`src/rtl/spi_master_pkg.sv`:
```
// Shared definitions for the SD-card SPI master: default clock dividers and
// the byte type used on the CPU-facing side.
`timescale 1ns/1ps
package spi_master_pkg;

  // Half-period of spi_clk minus one, in system clock cycles (25 MHz clk).
  localparam int unsigned SPI_DIV_FAST_DEF = 1;   // 6.25 MHz data clock
  localparam int unsigned SPI_DIV_SLOW_DEF = 31;  // 390.6 kHz SD init clock
  localparam int unsigned SPI_DIV_W_DEF    = 8;   // must hold the larger divider

  typedef logic [7:0] spi_byte_t;

endpackage

```
`src/rtl/spi_master_clk_div.sv`:
```
// Loadable down-counter that paces the spi_clk half-periods. It counts down
// to zero and holds there; o_tick flags the last cycle of a phase.
`timescale 1ns/1ps
module spi_clk_div #(
  parameter int unsigned DIV_W = 8
) (
  input  logic             clk,
  input  logic             reset,
  input  logic             i_load,
  input  logic [DIV_W-1:0] i_load_val,
  output logic             o_tick
);

  logic [DIV_W-1:0] r_count;

  // Reload at phase entry, otherwise count down and stop at zero (no wrap).
  always_ff @(posedge clk) begin
    if (reset) begin
      r_count <= '0;
    end else if (i_load) begin
      r_count <= i_load_val;
    end else if (r_count != '0) begin
      r_count <= r_count - 1'b1;
    end
  end

  assign o_tick = (r_count == '0);

endmodule

```
`src/rtl/spi_master.sv`:
```
// Byte-wide SPI mode-0 master for the SD-card port. One byte per start
// strobe, MSB first, with a per-byte choice of slow (init) or fast clock.
`timescale 1ns/1ps
module spi_master
  import spi_master_pkg::*;
#(
  parameter int unsigned DIV_FAST = SPI_DIV_FAST_DEF,
  parameter int unsigned DIV_SLOW = SPI_DIV_SLOW_DEF,
  parameter int unsigned DIV_W    = SPI_DIV_W_DEF
) (
  input  logic      clk,
  input  logic      reset,
  input  logic      start,
  input  spi_byte_t tx_byte,
  input  logic      slow,
  input  logic      cs_assert,
  output logic      busy,
  output logic      done,
  output spi_byte_t rx_byte,
  input  logic      spi_miso,
  output logic      spi_mosi,
  output logic      spi_clk,
  output logic      spi_cs
);

  localparam logic [1:0] ST_IDLE = 2'd0;
  localparam logic [1:0] ST_LOW  = 2'd1;
  localparam logic [1:0] ST_HIGH = 2'd2;

  localparam logic [DIV_W-1:0] DIV_F = DIV_W'(DIV_FAST);
  localparam logic [DIV_W-1:0] DIV_S = DIV_W'(DIV_SLOW);

  logic [1:0]       r_state;
  logic [DIV_W-1:0] r_div;
  logic [2:0]       r_bit_cnt;
  logic [6:0]       r_shreg;     // bits still to send; bit 7 goes straight to mosi
  spi_byte_t        r_rx_shift;

  logic             w_start_ok;
  logic             w_tick;
  logic             w_load;
  logic [DIV_W-1:0] w_load_val;

  assign w_start_ok = (r_state == ST_IDLE) && start;

  // Divider reload: the freshly selected divider on start, the latched one at
  // every phase boundary.
  always_comb begin
    w_load     = 1'b0;
    w_load_val = r_div;
    if (w_start_ok) begin
      w_load     = 1'b1;
      w_load_val = slow ? DIV_S : DIV_F;
    end else if ((r_state != ST_IDLE) && w_tick) begin
      w_load = 1'b1;
    end
  end

  spi_clk_div #(
    .DIV_W(DIV_W)
  ) u_clk_div (
    .clk       (clk),
    .reset     (reset),
    .i_load    (w_load),
    .i_load_val(w_load_val),
    .o_tick    (w_tick)
  );

  // Transfer FSM: IDLE -> (LOW -> HIGH) x 8 -> IDLE, miso sampled as spi_clk rises.
  always_ff @(posedge clk) begin
    if (reset) begin
      r_state    <= ST_IDLE;
      r_div      <= '0;
      r_bit_cnt  <= '0;
      r_shreg    <= '0;
      r_rx_shift <= '0;
      spi_clk    <= 1'b0;
      spi_mosi   <= 1'b1;
      busy       <= 1'b0;
      done       <= 1'b0;
      rx_byte    <= '0;
    end else begin
      done <= 1'b0;
      case (r_state)
        ST_IDLE: begin
          if (start) begin
            r_shreg   <= tx_byte[6:0];
            r_div     <= slow ? DIV_S : DIV_F;
            r_bit_cnt <= '0;
            spi_mosi  <= tx_byte[7];
            busy      <= 1'b1;
            r_state   <= ST_LOW;
          end
        end
        ST_LOW: begin
          if (w_tick) begin
            spi_clk    <= 1'b1;
            r_rx_shift <= {r_rx_shift[6:0], spi_miso};
            r_state    <= ST_HIGH;
          end
        end
        ST_HIGH: begin
          if (w_tick) begin
            spi_clk <= 1'b0;
            if (r_bit_cnt == 3'd7) begin
              rx_byte  <= r_rx_shift;
              done     <= 1'b1;
              busy     <= 1'b0;
              spi_mosi <= 1'b1;
              r_state  <= ST_IDLE;
            end else begin
              r_bit_cnt <= r_bit_cnt + 1'b1;
              spi_mosi  <= r_shreg[6];
              r_shreg   <= {r_shreg[5:0], 1'b0};
              r_state   <= ST_LOW;
            end
          end
        end
        default: begin
          r_state <= ST_IDLE;
        end
      endcase
    end
  end

  // Chip select follows cs_assert one cycle later; transfers never gate it.
  always_ff @(posedge clk) begin
    if (reset) begin
      spi_cs <= 1'b1;
    end else begin
      spi_cs <= !cs_assert;
    end
  end

endmodule

```
`config.mk`:
```
export PLATFORM = sky130hd
export DESIGN_NAME = spi_master
export DESIGN_NICKNAME = d
export VERILOG_FILES = /design/src/rtl/spi_master_pkg.sv /design/src/rtl/spi_master_clk_div.sv /design/src/rtl/spi_master.sv
export SDC_FILE = /design/constraint.sdc
export NUM_CORES = 1
export LEC_CHECK = 0
export ABC_AREA = 1
export BUFFER_PORTS_ARGS = -buffer_cell sky130_fd_sc_hd__buf_4
export CELL_PAD_IN_SITES_DETAIL_PLACEMENT = 2
export CELL_PAD_IN_SITES_GLOBAL_PLACEMENT = 2
export CORE_AREA = 2 2 87 80
export DETAILED_ROUTE_END_ITERATION = 8
export DIE_AREA = 0 0 89 82
export HOLD_SLACK_MARGIN = 0.1
export PLACE_DENSITY = 0.73
export SLEW_MARGIN = 20
export SYNTH_ARGS = -nofsm -noshare
export SYNTH_HDL_FRONTEND = slang
export SYNTH_HIERARCHICAL = 1
export SYNTH_SLANG_ARGS = --single-unit
```
`constraint.sdc`:
```
create_clock -name clk -period 2.5 [get_ports clk]
set_clock_uncertainty 0.05 [all_clocks]
set_input_delay 0.375 -clock clk [delete_from_list [all_inputs] [get_ports clk]]
set_output_delay 0.375 -clock clk [all_outputs]
set_load 0.05 [all_outputs]
```
==> summary.md <==
| Metric | Value |
|---|---|
| CTS Buf Count | 5 |
| I/O Buffers | 26 |
| Fin crit share | 82.0% |
| Multiplexer area fraction after synthesis | 0% |
| CP Data Required Time | 2.65 ns |
| RSZ-0062 raised after global routing | no |
| Number of antenna-violating nets in the routed design | 0 |
| CTS tree | done |
| Detailed Route WL | 4930 µm |
| Pwr Density | 1050 mW/mm² |
| Adder-Cell Fraction of Synth Area | 1.94% |
| Startpoint types | flop |
| Number of global-route vias before repair | 1804 |
| Max-cap violations | 0 |
| Area Growth Syn to Fin | 20.9% |
| Clock-pin transition on the worst setup and hold timing paths | 0.09 ns |
| Resized Gates After CTS | 0 |
| First-pass GRT wire length | 8360 µm |
| Setup_tns | 0 ns |
| R2R depth | 9 |
| Compound-Gate Fraction of Synth Area | 14.5% |
| First-pass DRT Iterations | 3 |
| Post-Syn Instances | 272 |
| Crit path capture type | flop |
| Fmax | 488 MHz |
| Hold path depth | 2 |
| Syn avg cell area | 7.12 µm² |
| Leak pwr | 1.06 nW |
| Drt wl/cell | 12.5 µm |
| Seq. cell area | 861 µm² |
| Initial Util | 30.0% |
| DP Wirelength | 3620 µm |
| Setup-failing EPs final | 0 |
| Clk root buf | clkbuf_8 |
| Simple-gate share of the synthesized area | 27.3% |
| Worst-path maximum fanout | 21 |
| Antenna diodes | 0 |
| Multi-input gate area | 885 µm² |
| Tmin final | 2.05 ns |
| Drc violations | 0 |
| Yosys cell types | 29 |
| Ys Warns | 6 |
| Sequential element share of the synthesized area | 44.4% |
| Clk buf depth | 2 |
| H-tree levels | 2 |
| Routability Congestion | 0.693 |
| Netlist Area Pre-Place | 0.00194 mm² |
| CTS Hold Bufs | 0 |
| Commonest non-fill, non-tap cells in the layout | nor2_1 (49), nand2_1 (49), dfxtp_1 (43) |
| Core ar. | 0.00645 mm² |
| Antenna violations before repair | 0 |
| Rows | 28 |
| Layout cells sized above 1 | 17.2% |
| Final hold vios | 0 |
| Post-Synth XOR/XNOR Area | 1.36% |
| Run status | complete, no violations |
| Worst VDD drop | 0.268 mV |
| DR iter-0 viols | 43 |
| Die X | 89 µm |
| Clock Latency Late Sink | 0.30 ns |
| Die Footprint | 0.00730 mm² |
| Final net count | 319 |
| Grt ovf | 0 |
| # IOs | 27 |
| Largest net degree at the start of global routing | 29 |
| Tot Pwr | 2.46 mW |
| Setup Buffers After CTS | 0 |
| Die outline height | 82 µm |
| Average vias per placed instance | 4.48 |
| Seq cells post-synth | 43 |
| Hold Crit Class | in -> reg |
| Main combinational cell family by area after synthesis | simple AND/OR/NAND/NOR gates |
| WS Path Type | reg -> reg |
| Via count | 1760 |
| GRT Total Usage | 15.0% |
| Fill cells | 804 |
| Clk sink count | 43 |
| Worst Path Arrival | 2.20 ns |
| Max Transition Viols Final | 0 |
-- cell type report --
type / count / area share (%)
clock buffers: 6 / 3.53
clock inverters: 2 / 1.66
inverters: 38 / 6.20
multi-input cells: 185 / 37.8
flip-flops and latches: 43 / 36.8
well taps: 90 / 4.81
repair buffers: 29 / 9.29
-- per-stage QoR --
step	instance area (µm²)	hold WS [ns]	cells	utilization, %	setup WS, ns
2_1_floorplan	1940	0.371	274	-	0.731
3_3_place_gp	2220	0.386	385	34.5	0.517
3_5_place_dp	2220	0.401	385	34.5	0.410
4_1_cts	2340	0.168	393	36.3	0.402
5_1_grt	2340	0.169	393	36.3	0.181
6_report	2340	0.174	393	36.3	0.450
-- path summary, 6_finish.rpt --
kind | start | end | slack [ns]
max | u_clk_div/r_count[0]$_SDFFE_PP0P_ | r_bit_cnt[1]$_SDFFE_PP0P_ | 0.45
max reg2reg | u_clk_div/r_count[0]$_SDFFE_PP0P_ | r_bit_cnt[1]$_SDFFE_PP0P_ | 0.45
min | cs_assert | spi_cs$_SDFF_PP1_ | 0.17
min reg2reg | r_rx_shift[7]$_SDFFE_PP0P_ | r_rx_shift[7]$_SDFFE_PP0P_ | 0.41
-- synth_stat cells (all sizes together) --
master	count	share of area [%]
a21oi	22	5.7
buf	7	2.6
clkbuf	1	0.19
clkinv	1	0.19
conb	1	0.19
dfxtp	43	44
ha	3	1.9
inv	37	7.3
nand2	51	10
nand3	12	4.0
nand4	1	0.32
nor2	53	12
nor3	4	1.0
o211ai	1	0.39
o21ai	32	8.5
xnor2	2	0.90
xor2	1	0.45
-- kinds of logic (layout without fill, tap and decap cells) --
logic type	Yosys count	in the layout
simple gates	121	121
compound gates	55	55
buf+inv	46	75
flops	43	43
fa+ha+maj	3	3
xor+xnor	3	3
other cells	1	3
-- metal layers --
metal	routed length (µm)	up-vias	part of all wire, %	track usage (%)
li1	-	907	-	-
met1	2330	830	47	18.5
met2	2390	16	49	25.5
met3	130	7	2.6	3.42
met4	78	0	1.6	5.37
met5	0	-	0	0
-- critical path, cell delays in order, from the launching register on --
cell and delay [ns]:
dfxtp_1 0.32, inv_1 0.13, ha_1 0.25, nand2_2 0.13, nor2_8 0.21, inv_2 0.06
nand3_1 0.14, nand3_2 0.35, a21oi_1 0.26, nor2_1 0.05
-- report_power, final --
part / internal (mW) / switching, mW / total, mW
Sequential: 0.840 / 0.106 / 0.947
Combinational: 0.319 / 0.603 / 0.922
Clock: 0.329 / 0.259 / 0.588
Total: 1.49 / 0.968 / 2.46
-- flip-flops by register name, indices dropped and copies added, names as in the netlist --
register	cells
done	1
r_state	2
spi_mosi	1
r_rx_shift	8
rx_byte	8
spi_cs	1
busy	1
spi_clk	1
r_shreg	7
u_clk_div/r_count	8
r_div	2
r_bit_cnt	3
No activity file was read; power rests on OpenSTA's default activity.
